File: config.mk
export PLATFORM = sky130hd
export DESIGN_NAME = layer6_act_buffer
export DESIGN_NICKNAME = d
export VERILOG_FILES = /design/src/rtl/ecg_nn_pkg.sv /design/src/rtl/layer6_act_buffer_act_bank.sv /design/src/rtl/layer6_act_buffer.sv
export SDC_FILE = /design/constraint.sdc
export NUM_CORES = 1
export LEC_CHECK = 0
export ABC_AREA = 1
export CAP_MARGIN = 10
export CORE_MARGIN = 4
export CORE_UTILIZATION = 45
export CTS_CLUSTER_SIZE = 40
export DETAILED_ROUTE_END_ITERATION = 7
export PLACE_DENSITY_LB_ADDON = 0.05
export RECOVER_POWER = 50
export SLEW_MARGIN = 20
export SYNTH_ARGS = -nofsm -noshare
export SYNTH_HDL_FRONTEND = slang
export SYNTH_SLANG_ARGS = --single-unit
File: constraint.sdc
create_clock -name clk -period 6.6 [get_ports clk]
set_clock_uncertainty 0.1 [all_clocks]
set_input_delay 1.32 -clock clk [delete_from_list [all_inputs] [get_ports clk]]
set_output_delay 1.32 -clock clk [all_outputs]
set_load 0.01 [all_outputs]
File: src/rtl/ecg_nn_pkg.sv
// Shared constants and encodings for the ECG neural-network datapath blocks.
package ecg_nn_pkg;

  localparam int N_IN_DEF    = 15;
  localparam int FLOAT_W_DEF = 32;

  localparam logic [31:0] FP_ZERO = 32'd0;

  typedef enum logic {
    FILL    = 1'b0,
    DISCARD = 1'b1
  } fill_state_t;

endpackage

File: src/rtl/layer6_act_buffer_act_bank.sv
// One activation bank: N_IN words, single write port, zero-fill above an index,
// and a flattened read port feeding the node inputs A0..A(N_IN-1).
module act_bank
  import ecg_nn_pkg::*;
#(
  parameter int N_IN    = N_IN_DEF,
  parameter int FLOAT_W = FLOAT_W_DEF,
  parameter int IDX_W   = 4
) (
  input  logic                    clk,
  input  logic                    rst,
  input  logic                    we,
  input  logic                    zfill,
  input  logic [IDX_W-1:0]        idx,
  input  logic [FLOAT_W-1:0]      wdata,
  output logic [N_IN*FLOAT_W-1:0] rdata
);

  logic [FLOAT_W-1:0] mem [N_IN];

  // zfill clears every word above idx, so a short frame is padded in the same cycle it closes
  always_ff @(posedge clk) begin
    if (rst) begin
      for (int k = 0; k < N_IN; k++) begin
        mem[k] <= FLOAT_W'(FP_ZERO);
      end
    end else begin
      for (int k = 0; k < N_IN; k++) begin
        if (we && (idx == IDX_W'(k))) begin
          mem[k] <= wdata;
        end else if (zfill && (IDX_W'(k) > idx)) begin
          mem[k] <= FLOAT_W'(FP_ZERO);
        end
      end
    end
  end

  for (genvar g = 0; g < N_IN; g++) begin : g_rd
    assign rdata[g*FLOAT_W +: FLOAT_W] = mem[g];
  end

endmodule

File: src/rtl/layer6_act_buffer.sv
// Double-buffered serial-to-parallel activation collector for the layer-6 nodes.
// Define LAYER6_ACT_BUF_RELU_EN to clamp negative input words to +0.0 on write.
module layer6_act_buffer
  import ecg_nn_pkg::*;
#(
  parameter int N_IN    = N_IN_DEF,
  parameter int FLOAT_W = FLOAT_W_DEF
) (
  input  logic                    clk,
  input  logic                    rst,
  input  logic                    in_valid,
  input  logic [FLOAT_W-1:0]      in_data,
  input  logic                    in_last,
  output logic                    in_ready,
  output logic                    out_valid,
  output logic [N_IN*FLOAT_W-1:0] out_data,
  input  logic                    out_ready,
  output logic                    err_short,
  output logic                    err_long
);

  localparam int CNT_W = 4;
  localparam logic [CNT_W-1:0] LAST_IDX = CNT_W'(N_IN - 1);

  fill_state_t state, state_next;
  logic [CNT_W-1:0] cnt, cnt_next;
  logic [1:0] bank_full, full_next;
  logic wr_bank, rd_bank;
  logic accept, drain;
  logic fill_we, close_evt, short_evt, long_evt;
  logic [FLOAT_W-1:0] wdata;
  logic [N_IN*FLOAT_W-1:0] rdata0, rdata1;

  assign in_ready  = !rst && ((state == DISCARD) || !bank_full[wr_bank]);
  assign accept    = in_valid && in_ready;
  assign out_valid = bank_full[rd_bank];
  assign drain     = out_valid && out_ready;
  assign out_data  = rd_bank ? rdata1 : rdata0;

`ifdef LAYER6_ACT_BUF_RELU_EN
  assign wdata = in_data[FLOAT_W-1] ? FLOAT_W'(FP_ZERO) : in_data;
`else
  assign wdata = in_data;
`endif

  always_ff @(posedge clk) begin
    if (rst) begin
      state <= FILL;
    end else begin
      state <= state_next;
    end
  end

  // Frame framing: the word at LAST_IDX always closes the bank; in_last decides short/long/normal
  always_comb begin
    state_next = state;
    cnt_next   = cnt;
    fill_we    = 1'b0;
    close_evt  = 1'b0;
    short_evt  = 1'b0;
    long_evt   = 1'b0;
    case (state)
      FILL: begin
        if (accept) begin
          fill_we = 1'b1;
          if (cnt == LAST_IDX) begin
            close_evt = 1'b1;
            cnt_next  = '0;
            if (!in_last) begin
              long_evt   = 1'b1;
              state_next = DISCARD;
            end
          end else if (in_last) begin
            close_evt = 1'b1;
            short_evt = 1'b1;
            cnt_next  = '0;
          end else begin
            cnt_next = cnt + 1'b1;
          end
        end
      end
      DISCARD: begin
        if (accept && in_last) begin
          state_next = FILL;
        end
      end
      default: state_next = FILL;
    endcase
  end

  // Close and drain always target different banks, so both updates can apply together
  always_comb begin
    full_next = bank_full;
    if (close_evt) full_next[wr_bank] = 1'b1;
    if (drain)     full_next[rd_bank] = 1'b0;
  end

  always_ff @(posedge clk) begin
    if (rst) begin
      cnt       <= '0;
      wr_bank   <= 1'b0;
      rd_bank   <= 1'b0;
      bank_full <= '0;
      err_short <= 1'b0;
      err_long  <= 1'b0;
    end else begin
      cnt       <= cnt_next;
      bank_full <= full_next;
      err_short <= short_evt;
      err_long  <= long_evt;
      if (close_evt) wr_bank <= ~wr_bank;
      if (drain)     rd_bank <= ~rd_bank;
    end
  end

  act_bank #(.N_IN(N_IN), .FLOAT_W(FLOAT_W), .IDX_W(CNT_W)) bank0 (
    .clk   (clk),
    .rst   (rst),
    .we    (fill_we && !wr_bank),
    .zfill (short_evt && !wr_bank),
    .idx   (cnt),
    .wdata (wdata),
    .rdata (rdata0)
  );

  act_bank #(.N_IN(N_IN), .FLOAT_W(FLOAT_W), .IDX_W(CNT_W)) bank1 (
    .clk   (clk),
    .rst   (rst),
    .we    (fill_we && wr_bank),
    .zfill (short_evt && wr_bank),
    .idx   (cnt),
    .wdata (wdata),
    .rdata (rdata1)
  );

endmodule

==> summary.txt, run 1 <==
Max incr delay on CP = 1230 ps
Unrepaired setup endpoints after global routing = no
Cell area power density = 296.0 mW/mm^2
Endpoint required time on the critical path = 6840 ps
Num ports = 521
Count of endpoints failing setup in the final report = 0
Synth Area per Inst = 10.31 sq um
Total number of H-tree levels = 3
Share of synthesized area occupied by flip-flops and latches = 71.97%
Final design area excluding fillers = 0.04982 sq mm
Nets = 4338
Count of yosys warnings during synthesis = 0
Standard-cell row count = 109
Placer Congestion = 0.8149
Top cell family by delay on the critical path = buffers and inverters
Via count of the first global-routing pass = 27283
Highest Clock Rate = 181.5 MHz
Per-cell routed wire length = 22.62 um
Post-route worst hold slack = 411.9 ps
Post-synthesis register bit count = 971
Post-synthesis instance area = 0.04036 sq mm
Number of filler cells placed in the layout = 7624
CP max FO = 32
Max Buffers Root-to-Sink = 3
Worst Max-Slew Pin Slew = 2146 ps
CTS tree = yes
Highest ir drop seen on vdd = 0.2160 mV
Remaining number of nets flagged by the antenna check after routing = 0
Area grow syn2layout = 23.43%
Half-perimeter wire length of the detailed placement result = 77.51 mm
Minimum clock period after layout = 5509 ps
Critical path, cell by cell = dlygate4sd3_1 > inv_1 > nand4_1 > nor2_1 > clkbuf_1 > nand3_1 > nand2_1 > clkbuf_1 > nor2_1
Overall routing resource usage = 26.04%
Number of gates resized after CTS = 0
Postcts setup bufs = 0
Stages on the worst setup path = 9
# Max-Cap Violations = 20
LEAKAGE = 20.70 nW
Cell with the biggest individual delay on the critical path = sky130_fd_sc_hd__clkbuf_1
Post-synthesis net count = 3955
Relative max-transition margin = -43.09%
Count of hold buffers inserted by post-cts repair = 0
Reg2Reg Depth = 9
Antenna violations before repair = 0
Starting utilization of the core area = 45.53%
Hold/Removal Path Class = reg2reg
Vertical die dimension = 307.5 um
Number of standard cells after synthesis = 3915
Crit path DAT = 5750 ps
Clk sink count = 971
Startpoint class of the critical path = input port
Footprint of the multi-input gates = 0.009976 sq mm
Count of vias placed by the detailed router = 28540
Core region area = 0.08865 sq mm
Library cell used as clock root buffer = sky130_fd_sc_hd__clkbuf_16
Endpoints failing hold = 0
Final clock period utilization by the worst path = 83.47%
Clock latency on the worst-skew pair = 660 ps
Run status = finished, violations left
Cts bufs inserted = 103
DRC violation count after routing = 0
Area post-placement = 0.04650 sq mm
Global-route congestion overflow total = 0
Crit end category = flip-flop
Max Slew Vio Count = 667
Instance count along the most critical hold path = 2
Drt initial violations = 2693
Violations in the final reports = max-capacitance violations, max-slew violations
Path type of the worst setup path = in2reg
Largest net degree at the start of global routing = 208
ANT cells = 0
Number of I/O port buffers = 520
Detailed-router iteration count before antenna repair = 6
Fraction of layout cells with a size suffix above 1 = 5.408%
Wire length reported by the detailed router = 125.5 mm
Clock slew at the register clock pins of the worst setup and hold paths = 60 ps
Final Power = 14.75 mW
Post-Route Setup TNS = 0 ps
Area taken by flip-flops and latches = 0.02905 sq mm
Global-route wire length before repair = 181.8 mm
Overall die area = 0.09454 sq mm
Vias per std cell = 5.145
Total buffers and inverters traversed by the critical path = 4
Number of distinct library cells after synthesis = 24
Die Width = 307.5 um
## tightest hold or removal path, cell delays in order, from the launching register on
cell	delay [ps]
sky130_fd_sc_hd__dfxtp_1	310
sky130_fd_sc_hd__nand3_1	100
sky130_fd_sc_hd__a21oi_1	70
## path summary, 6_finish.rpt
path	startpoint	endpoint	slack [ps]
setup / recovery	rst	bank0.mem[0][403]$_SDFFCE_PP0P_	1090
hold / removal	bank_full[0]$_SDFF_PP0_	rd_bank$_SDFFE_PP0P_	410
setup reg to reg	wr_bank$_SDFFE_PP0N_	bank0.mem[0][403]$_SDFFCE_PP0P_	1890
hold reg to reg	bank_full[0]$_SDFF_PP0_	rd_bank$_SDFFE_PP0P_	410
## routing by layer
metal  global-route usage (%)  up-vias  routed length, um
li1                         -    13350                  -
met1                    34.85    13927              50560
met2                    44.27     1091              62420
met3                    4.649      172               9282
met4                    6.944        0               3240
met5                        0        -                  0
## sequential cells by signal, indices dropped and copies added, names as in the netlist
signal	cells
wr_bank	1
bank0.mem	480
err_long	1
bank1.mem	480
cnt	4
state	1
err_short	1
bank_full	2
rd_bank	1
## report_power, final
part | total, mW | internal [mW] | switching, mW
Sequential | 7.23 | 7.15 | 0.0865
Combinational | 1.60 | 0.584 | 1.01
Clock | 5.91 | 3.48 | 2.43
## logic make-up (layout without fill, tap and decap cells)
kind of cell	count (synthesis)	count (layout)	share of synthesized area, %
adder cells (fa/ha/maj)	3	3	0.09301
AND/OR/NAND/NOR	2557	2557	24.07
AO/OA/AOI/OAI	19	19	0.2449
flip-flops	971	971	71.97
buffers and inverters	365	832	3.621
## metrics by stage
step                utilization (%)  instances  setup slack (ps)
finish                        56.19       5547              1091
global route                  56.19       5547             762.2
CTS                           56.34       5547              1636
detailed placement            52.46       5358              1326
global placement              52.45       5358              1419
floorplan                         -       3915              2902
## synth_stat cells
library cell,count,area (sq um)
sky130_fd_sc_hd__nand3_2,2,20.02
sky130_fd_sc_hd__buf_6,3,33.78
sky130_fd_sc_hd__a31oi_1,1,6.260
sky130_fd_sc_hd__nor3_1,4,20.02
sky130_fd_sc_hd__nor2_1,980,3679
sky130_fd_sc_hd__a21oi_1,7,35.03
sky130_fd_sc_hd__buf_1,11,41.29
sky130_fd_sc_hd__clkinv_1,2,7.510
sky130_fd_sc_hd__ha_1,3,37.54
sky130_fd_sc_hd__buf_2,52,260.3
sky130_fd_sc_hd__nor3b_1,1,7.510
sky130_fd_sc_hd__clkbuf_1,241,904.6
sky130_fd_sc_hd__o211ai_1,1,7.510
sky130_fd_sc_hd__inv_2,3,11.26
sky130_fd_sc_hd__dfxtp_1,11,220.2
sky130_fd_sc_hd__nor4_1,1,6.260
sky130_fd_sc_hd__nand2_2,2,12.51
sky130_fd_sc_hd__o21ai_0,10,50.05
sky130_fd_sc_hd__buf_4,1,7.510
sky130_fd_sc_hd__inv_1,52,195.2
sky130_fd_sc_hd__nand3_1,68,340.3
sky130_fd_sc_hd__nand4_1,1,6.260
sky130_fd_sc_hd__nand2_1,1498,5623
sky130_fd_sc_hd__edfxtp_1,960,28830
## cell type report
class | instances | area share (%)
multi-input cells | 2579 | 20.03
inverters | 57 | 0.4446
repair buffers | 586 | 11.38
flip-flops and latches | 971 | 58.32
well taps | 1165 | 2.926
clock inverters | 66 | 1.457
clock buffers | 123 | 5.453
## placed cells by master, fill, tap and decap left out
master / count
sky130_fd_sc_hd__nand2_1: 1496
sky130_fd_sc_hd__nor2_1: 980
sky130_fd_sc_hd__edfxtp_1: 960
sky130_fd_sc_hd__clkdlybuf4s50_1: 517
sky130_fd_sc_hd__clkbuf_16: 106
sky130_fd_sc_hd__nand3_1: 44
sky130_fd_sc_hd__inv_1: 43
sky130_fd_sc_hd__buf_4: 43
sky130_fd_sc_hd__clkbuf_1: 34
sky130_fd_sc_hd__clkinv_1: 29
sky130_fd_sc_hd__nand3_2: 26
sky130_fd_sc_hd__clkinv_2: 21
sky130_fd_sc_hd__bufinv_16: 14
sky130_fd_sc_hd__o21ai_0: 10
sky130_fd_sc_hd__dfxtp_1: 10
sky130_fd_sc_hd__inv_2: 8
sky130_fd_sc_hd__a21oi_1: 7
sky130_fd_sc_hd__nand2_2: 4
sky130_fd_sc_hd__nor3_1: 4
sky130_fd_sc_hd__ha_1: 3
sky130_fd_sc_hd__dlygate4sd3_1: 3
sky130_fd_sc_hd__clkbuf_2: 3
sky130_fd_sc_hd__buf_12: 3
sky130_fd_sc_hd__inv_8: 2
sky130_fd_sc_hd__clkinv_8: 2
sky130_fd_sc_hd__nand4_1: 1
sky130_fd_sc_hd__nor3b_1: 1
sky130_fd_sc_hd__nor4_1: 1
sky130_fd_sc_hd__a31oi_1: 1
sky130_fd_sc_hd__o211ai_1: 1
sky130_fd_sc_hd__clkinv_16: 1
sky130_fd_sc_hd__clkinv_4: 1
sky130_fd_sc_hd__inv_16: 1
sky130_fd_sc_hd__clkinvlp_4: 1
sky130_fd_sc_hd__dfxtp_4: 1
Power figures use the tool's default switching activity.
==> inputs of run 2 (changes only) <==
==> constraint.sdc (replaced) <==
create_clock -name clk -period 4.9 [get_ports clk]
set_clock_uncertainty 0.1 [all_clocks]
set_input_delay 0.98 -clock clk [delete_from_list [all_inputs] [get_ports clk]]
set_output_delay 0.98 -clock clk [all_outputs]
set_load 0.01 [all_outputs]
==> summary.txt, run 2 (synthesis gave the netlist of run 1 again) <==
Overall die area = 0.09454 sq mm
Area grow syn2layout = 23.61%
Pre-CTS setup slack = 838.2 ps
Cell Count Post-Placement = 5374
Global-route congestion overflow total = 0
Remaining number of nets flagged by the antenna check after routing = 0
Startpoint class of the critical path = input port
Vertical die dimension = 307.5 um
Highest Clock Rate = 231.4 MHz
Postcts setup bufs = 0
Highest ir drop seen on vdd = 0.2917 mV
CP max FO = 32
Crit path DAT = 4590 ps
Core region area = 0.08865 sq mm
Clock latency on the worst-skew pair = 650 ps
ANT cells = 0
Antenna violations before repair = 1
Cell with the biggest individual delay on the critical path = sky130_fd_sc_hd__clkbuf_1
Met2 GRT Util = 43.34%
Endpoints failing hold = 0
Final design area excluding fillers = 0.04989 sq mm
Per-cell routed wire length = 22.51 um
Met1 layer usage reported by global route = 33.28%
Register-to-register setup slack = 1020 ps
Number of gates resized after CTS = 0
Clk sink count = 971
Num ports = 521
CTS tree = yes
Worst min-delay path endpoint = bank_full[1]$_SDFF_PP0_
Most utilized layer in the global route result = met2
Cell area power density = 393.9 mW/mm^2
Reg-to-Reg End = bank0.mem[0][449]$_SDFFCE_PP0P_
Combinational fraction of design power = 10.9%
Via count of the first global-routing pass = 27214
# Max-Cap Violations = 0
Max Slew Vio Count = 0
Switching share of power = 24.17%
Half-perimeter wire length of the detailed placement result = 78.93 mm
DRC violation count after routing = 0
Run status = finished clean
Standard-cell row count = 109
Post-Route Setup TNS = 0 ps
Global-route wire length before repair = 180.8 mm
Clock slew at the register clock pins of the worst setup and hold paths = 60 ps
Crit end category = flip-flop
Origin of the critical flop-to-flop path = wr_bank$_SDFFE_PP0N_
Largest net degree at the start of global routing = 88
Count of vias placed by the detailed router = 28414
Portion of total power attributed to sequential cells = 49.5%
Commonest cells after routing, fill and taps aside = sky130_fd_sc_hd__nand2_1, sky130_fd_sc_hd__nor2_1, sky130_fd_sc_hd__edfxtp_1, sky130_fd_sc_hd__clkdlybuf4s50_1, sky130_fd_sc_hd__clkbuf_16
Area post-placement = 0.04667 sq mm
Wire length reported by the detailed router = 125.3 mm
Fraction of layout cells with a size suffix above 1 = 6.134%
Number of filler cells placed in the layout = 7681
Final clock period utilization by the worst path = 88.19%
LEAKAGE = 20.79 nW
Drt initial violations = 2309
Count of hold buffers inserted by post-cts repair = 0
Met3 track demand over resource = 6.705%
Registers with the highest flip-flop counts = bank0.mem: 480 flops, bank1.mem: 480 flops, cnt: 4 flops
Endpoint required time on the critical path = 5170 ps
Worst Hold Launch = bank_full[1]$_SDFF_PP0_
Unrepaired setup endpoints after global routing = no
Starting utilization of the core area = 45.53%
Minimum clock period after layout = 4321 ps
Worst Max-Slew Pin Slew = 1399 ps
Hold/Removal Path Class = reg2reg
Cts bufs inserted = 103
Max Buffers Root-to-Sink = 3
Number of I/O port buffers = 520
Detailed-router iteration count before antenna repair = 5
Placer Congestion = 0.8558
Instance count along the most critical hold path = 2
Internal Dissipation = 14.90 mW
Total number of H-tree levels = 3
Library cell used as clock root buffer = sky130_fd_sc_hd__clkbuf_16
Most common library cell in the layout ignoring fill and taps = sky130_fd_sc_hd__nand2_1
Relative max-transition margin = 6.714%
Final Worst Setup Slack = 578.9 ps
Finished Layout Cells = 5567
Die Width = 307.5 um
Count of endpoints failing setup in the final report = 0
Path type of the worst setup path = in2reg
Final Util = 56.28%
Net switching power figure = 4.750 mW
Max incr delay on CP = 1020 ps
Critical path, cell by cell = dlygate4sd3_1 > inv_1 > nand4_1 > nor2_2 > clkbuf_1 > nand3_1 > nand2_1 > clkbuf_2 > nor2_1
Reg2Reg Depth = 9
Clock Power Share = 39.5%
Post-route worst hold slack = 425.5 ps
Vias per std cell = 5.104
Overall routing resource usage = 26.03%
Final Power = 19.65 mW
Nets = 4354
-- run 2: cell count changes in the layout (fill, tap and decap cells not counted), moves of 3 or more --
cell                        before   now
sky130_fd_sc_hd__clkbuf_2        3    29
sky130_fd_sc_hd__clkbuf_1       34    27
sky130_fd_sc_hd__buf_12          3     7
sky130_fd_sc_hd__bufinv_16      14    11
sky130_fd_sc_hd__nand2_1      1496  1493
sky130_fd_sc_hd__nand2_2         4     7
-- run 2: worst max-delay path, delay by kind of cell --
kind                   cells  cell delay (ps)
buffers and inverters      4             2450
and+or+nand+nor            5             1130
-- run 2: layout make-up --
| cell class | count | area, sq um | area share [%] |
|---|---|---|---|
| repair buffers | 602 | 5828 | 11.68 |
| multi-input cells | 2579 | 9998 | 20.04 |
| inverters | 57 | 221.5 | 0.4439 |
| clock buffers | 129 | 2696 | 5.405 |
| flip-flops and latches | 971 | 29050 | 58.23 |
| well taps | 1165 | 1458 | 2.922 |
| clock inverters | 64 | 636.9 | 1.277 |
-- run 2: worst max-delay path by stage --
stage	startpoint	endpoint	slack (ps)	cells after the start
after CTS	rd_bank$_SDFFE_PP0P_	out_data[89]	570	5
after global routing	rst	bank0.mem[0][449]$_SDFFCE_PP0P_	330	9
after detailed placement	rst	bank0.mem[0][141]$_SDFFCE_PP0P_	840	7
after floorplan	rst	bank0.mem[0][288]$_SDFFCE_PP0P_	1540	5
final	rst	bank0.mem[0][449]$_SDFFCE_PP0P_	580	9
after global placement	rst	bank0.mem[0][141]$_SDFFCE_PP0P_	850	7
-- run 2: metal layers --
layer / wire, um / up-vias
met2: 60970 / 1005
met4: 4617 / 0
li1: - / 13406
met1: 49530 / 13782
met3: 10190 / 221
met5: 0 / -
-- run 2: power groups by stage --
stage / Clock [mW] / Combinational (mW) / Sequential, mW
3_3_place_gp: 0 / 2.17 / 9.90
2_1_floorplan: 0 / 0.929 / 9.88
5_1_grt: 8.22 / 2.31 / 9.78
3_5_place_dp: 0 / 2.17 / 9.91
6_report: 7.77 / 2.15 / 9.74
4_1_cts: 7.87 / 2.18 / 9.74
